## config.mk

```make
export PLATFORM = sky130hd
export DESIGN_NAME = shift_sequencer
export DESIGN_NICKNAME = d
export VERILOG_FILES = /design/src/rtl/shift_sequencer.sv
export SDC_FILE = /design/constraint.sdc
export NUM_CORES = 1
export LEC_CHECK = 0
export BUFFER_PORTS_ARGS = -buffer_cell sky130_fd_sc_hd__buf_2
export CORE_MARGIN = 5
export CORE_UTILIZATION = 55
export DETAILED_ROUTE_END_ITERATION = 12
export PLACE_DENSITY = 0.8
export REMOVE_ABC_BUFFERS = 1
export SLEW_MARGIN = 20
export SYNTH_ARGS = -nofsm -noshare
export SYNTH_HDL_FRONTEND = slang
export SYNTH_SLANG_ARGS = --single-unit
```

## constraint.sdc

```tcl
create_clock -name clk -period 4 [get_ports clk]
set_clock_uncertainty 0.2 [all_clocks]
set_input_delay 0.2 -clock clk [delete_from_list [all_inputs] [get_ports clk]]
set_output_delay 0.2 -clock clk [all_outputs]
set_load 0.01 [all_outputs]
```

## src/rtl/shift_sequencer.sv

```systemverilog
// shift_sequencer: multi-cycle zero-fill shifter, applies up to 3 positions per clock to a latched operand.
// Latency: resp_valid rises ceil(req_amt/3) edges after the accept edge (immediately after it when req_amt == 0).
// Backpressure: requests accepted only in IDLE; the result is held in DONE until resp_ready is seen high.
// Optional build macro SHIFT_SEQ_ROTATE_EN adds req_rot, selecting rotate instead of zero-fill per operation.
module shift_sequencer #(
    parameter int WIDTH = 4,
    parameter int AMT_W = 4
) (
    input  logic             clk,
    input  logic             rst,
    input  logic             req_valid,
    output logic             req_ready,
    input  logic [WIDTH-1:0] req_data,
    input  logic [AMT_W-1:0] req_amt,
    input  logic             req_dir,
`ifdef SHIFT_SEQ_ROTATE_EN
    input  logic             req_rot,
`endif
    output logic             resp_valid,
    input  logic             resp_ready,
    output logic [WIDTH-1:0] resp_data,
    output logic             busy
);

    localparam logic [1:0] ST_IDLE  = 2'd0;
    localparam logic [1:0] ST_SHIFT = 2'd1;
    localparam logic [1:0] ST_DONE  = 2'd2;

    logic [1:0]       state_q, state_d;
    logic [WIDTH-1:0] data_q,  data_d;
    logic [AMT_W-1:0] rem_q,   rem_d;
    logic             dir_q,   dir_d;
    logic             rot_now;

    logic [AMT_W+1:0] rem_ext;
    logic [1:0]       step;
    logic [AMT_W-1:0] rem_next;
    logic [WIDTH-1:0] shifted;

`ifdef SHIFT_SEQ_ROTATE_EN
    logic rot_q, rot_d;
    assign rot_now = rot_q;
`else
    assign rot_now = 1'b0;
`endif

    // Outputs decode straight from registered state so nothing on req_* reaches resp_*.
    assign req_ready  = (state_q == ST_IDLE);
    assign busy       = (state_q != ST_IDLE);
    assign resp_valid = (state_q == ST_DONE);
    assign resp_data  = data_q;

    // One sequencing step: step = min(rem, 3), applied as up to three single-bit moves.
    // Extending rem by two bits keeps the compare against 3 valid even for tiny AMT_W.
    always_comb begin
        rem_ext  = {2'b00, rem_q};
        step     = (rem_ext > (AMT_W+2)'(3)) ? 2'd3 : rem_ext[1:0];
        rem_next = rem_q - AMT_W'(step);
        shifted  = data_q;
        for (int i = 0; i < 3; i++) begin
            if (i < int'(step)) begin
                if (dir_q) begin
                    shifted = {(rot_now ? shifted[0] : 1'b0), shifted[WIDTH-1:1]};
                end else begin
                    shifted = {shifted[WIDTH-2:0], (rot_now ? shifted[WIDTH-1] : 1'b0)};
                end
            end
        end
    end

    // Next-state logic: latch in IDLE, step in SHIFT, hold the result in DONE until taken.
    always_comb begin
        state_d = state_q;
        data_d  = data_q;
        rem_d   = rem_q;
        dir_d   = dir_q;
`ifdef SHIFT_SEQ_ROTATE_EN
        rot_d   = rot_q;
`endif
        case (state_q)
            ST_IDLE: begin
                if (req_valid) begin
                    data_d  = req_data;
                    rem_d   = req_amt;
                    dir_d   = req_dir;
`ifdef SHIFT_SEQ_ROTATE_EN
                    rot_d   = req_rot;
`endif
                    state_d = (req_amt == '0) ? ST_DONE : ST_SHIFT;
                end
            end
            ST_SHIFT: begin
                data_d = shifted;
                rem_d  = rem_next;
                if (rem_next == '0) begin
                    state_d = ST_DONE;
                end
            end
            ST_DONE: begin
                if (resp_ready) begin
                    state_d = ST_IDLE;
                end
            end
            default: begin
                state_d = ST_IDLE;
            end
        endcase
    end

    // State registers; reset discards any operation in flight.
    always_ff @(posedge clk or posedge rst) begin
        if (rst) begin
            state_q <= ST_IDLE;
            data_q  <= '0;
            rem_q   <= '0;
            dir_q   <= 1'b0;
        end else begin
            state_q <= state_d;
            data_q  <= data_d;
            rem_q   <= rem_d;
            dir_q   <= dir_d;
        end
    end

`ifdef SHIFT_SEQ_ROTATE_EN
    // Rotate-mode flag, captured alongside the operand.
    always_ff @(posedge clk or posedge rst) begin
        if (rst) begin
            rot_q <= 1'b0;
        end else begin
            rot_q <= rot_d;
        end
    end
`endif

endmodule
```

==> impl_metrics.env <==
export IMPL_yosysWarnings=0
export IMPL_synth_area_sq_um=890
export IMPL_synth_top_area_share_pct=30.9
export IMPL_regArea_sq_um=275
export IMPL_grt_pass1_vias=758
export IMPL_fmax_ghz=0.440
export IMPL_end_kind="flip-flop"
export IMPL_antenna_found_initial=0
export IMPL_synth_flop_cell="dfrtp_1"
export IMPL_area_delta_synth_final_pct=13.2
export IMPL_dieArea_sq_um=2520
export IMPL_clk_latency_ps=280
export IMPL_dp_hpwl_microns=1580
export IMPL_layout_nets=137
export IMPL_pre_cts_ws_ps=1750
export IMPL_r2r_end="state_q[1]"
export IMPL_reg2reg_depth=7
export IMPL_clockRootBuffer="clkbuf_4"
export IMPL_grt_max_degree=20
export IMPL_num_antenna_cells=0
export IMPL_core_area_sq_um=1520
export IMPL_setup_viol=0
export IMPL_drive_gt1_share_pct=28.7
export IMPL_period_minus_slack_ps=2270
export IMPL_power_total_uw=858
export IMPL_routed_wl_microns=2120
export IMPL_layout_setup_ws_ps=1730
export IMPL_post_cts_setup_buffers=0
export IMPL_outcome="finished, final reports clean"
export IMPL_power_leakage_uw=0.000444
export IMPL_avgSynthCellArea_sq_um=8.55
export IMPL_path_clk_slew_ps=80
export IMPL_vdd_drop_max_mv=0.463
export IMPL_cts_max_path_buffers=2
export IMPL_r2r_start="rem_q[2]"
export IMPL_multi_input_area_sq_um=541
export IMPL_worstMarginPinSlew_ps=587
export IMPL_place_congestion=0.848
export IMPL_required_ps=4020
export IMPL_cp_start_kind="flip-flop"
export IMPL_port_buffers=19
export IMPL_slew_viol_final=0
export IMPL_synth_top_area_cell="dfrtp_1"
export IMPL_regToRegSetupSlack_ps=1730
export IMPL_detail_route_antenna_nets=0
export IMPL_worstHoldStart="req_data[1]"
export IMPL_yosysSeqAreaShare_pct=30.9
export IMPL_synth_edf_count=0
export IMPL_tns_ps=0
export IMPL_rows=14
export IMPL_hold_depth=3
export IMPL_dpl_cell_area_sq_um=961
export IMPL_async_flop_share_pct=100
export IMPL_viasPerCell=6.22
export IMPL_n_fill_cell=122
export IMPL_cp_arrival_ps=2290
export IMPL_fp_dieH_microns=50.2
export IMPL_first_pass_iters=4
export IMPL_ys_seq_elements=11
export IMPL_min_period_over_period_pct=56.8
export IMPL_grt_use_total_pct=18.9
export IMPL_first_iter_violations=31
export IMPL_cts_tree="yes"
export IMPL_cts_sinks=11
export IMPL_drc=0
export IMPL_hold_end="resp_data[1]"
export IMPL_post_drt_wl_per_cell_microns=15.4
export IMPL_cap_violations=0
export IMPL_die_x_microns=50.2
export IMPL_synth_area_leaders="dfrtp_1 (31%), a21oi_1 (5.6%), nor2_1 (4.6%), inv_1 (3.4%), nand2_1 (3.4%)"
export IMPL_cts_max_level=1
export IMPL_hold_class="in -> reg"
export IMPL_initial_core_util_pct=58.4
export IMPL_io_pins=20
export IMPL_crit_type="reg -> reg"
export IMPL_postSynthCellCount=104
export IMPL_rsz0062_at_grt="no"
export IMPL_crit_fanout=9
export IMPL_cts_buffers=3
export IMPL_grt_pass1_wl_microns=3730
export IMPL_finalHoldViolations=0
export IMPL_slew_headroom_pct=60.8
export IMPL_vias=859
export IMPL_yosysUniqueCellTypes=44
export IMPL_fin_area_sq_um=1010
export IMPL_grt_overflow=0
export IMPL_power_density_nw_per_um2=851
==> Yosys cell counts (2+ instances only) <==
library cell  instances
dfrtp_1              11
nor2_1               11
a21oi_1              10
inv_1                 8
nand2_1               8
nand2b_1              4
o21ai_0               4
nor2b_1               3
a211oi_1              2
a211oi_2              2
a32oi_1               2
and4bb_1              2
buf_2                 2
buf_6                 2
clkbuf_1              2
mux2_2                2
nor3b_1               2
==> per-layer routing <==
layer | GRT usage (%) | vias to the layer above | routed length [microns]
li1 | - | 414 | -
met1 | 27.1 | 398 | 939
met2 | 28.0 | 44 | 986
met3 | 4.14 | 3 | 181
met4 | 6.55 | 0 | 17
met5 | 0 | - | 0
==> critical path: stages, from the launching register on <==
cell and delay (ps):
dfrtp_1 580, nor2_2 140, or2_2 300, ha_1 260, and4bb_1 280, a211oi_2 40, or3_1 350, nand2_1 60
==> state kept, by name (all words and copies together), names as in the netlist <==
| signal | flops |
|---|---|
| rem_q | 4 |
| resp_data | 4 |
| state_q | 2 |
| dir_q | 1 |
==> worst max path at each step <==
| stage | from | endpoint | cells after the start |
|---|---|---|---|
| CTS | rem_q[2] | state_q[1] | 7 |
| global placement | rem_q[2] | state_q[1] | 7 |
| finish | rem_q[2] | state_q[1] | 7 |
| detailed placement | rem_q[2] | state_q[1] | 7 |
| global route | rem_q[2] | state_q[0] | 7 |
| floorplan | rem_q[2] | state_q[1] | 7 |
==> cells in the final DEF (no fill, tap or decap), types with 2 or more instances in the layout <==
cell           synthesis  final
buf_2                  2     19
nor2_1                11     11
dfrtp_1               11     11
a21oi_1               10     10
inv_1                  8      8
nand2_1                8      8
nand2b_1               4      4
o21ai_0                4      4
nor2b_1                3      3
clkbuf_4               0      3
and4bb_1               2      2
a211oi_2               2      2
a32oi_1                2      2
nor3b_1                2      2
mux2_2                 2      2
a211oi_1               2      2
dlygate4sd3_1          0      2
==> per-stage QoR <==
stage          std cells  hold slack [ps]  util, %
2_1_floorplan         97             -148        -
3_3_place_gp         132             23.0     63.1
3_5_place_dp         132             20.5     63.1
4_1_cts              138             8.96     66.1
5_1_grt              138             12.0     66.1
6_report             138             7.44     66.1
==> power by group <==
group          total (uW)  internal [uW]  switching [uW]
registers             302            162             139
clock network        79.6           38.7            40.9
logic                 476            239             237
==> what timing repair did <==
action | 4_1_cts | 5_1_grt
hold buffers | 2 | 0
endpoints found under the hold margin | 12 | 0
resized for setup | 0 | 0
==> kinds of logic (layout without fill, tap and decap cells) <==
kind of cell	Yosys count	count (layout)	share of synthesized area, %
and+or+nand+nor	40	40	26.7
AOI/OAI and AO/OA	35	35	30.1
buffers and inverters	15	33	8.30
DFF	11	11	30.9
muxes	2	2	2.53
adders and majority gates	1	1	1.41
==> layout make-up <==
| class | count | area share (%) |
|---|---|---|
| timing repair buffer | 21 | 11.4 |
| sequential | 11 | 27.3 |
| tap | 16 | 1.99 |
| clock buffer | 4 | 2.61 |
| inverter | 8 | 2.98 |
| multi-input combinational | 78 | 53.7 |
Power figures use the tool's default switching activity.
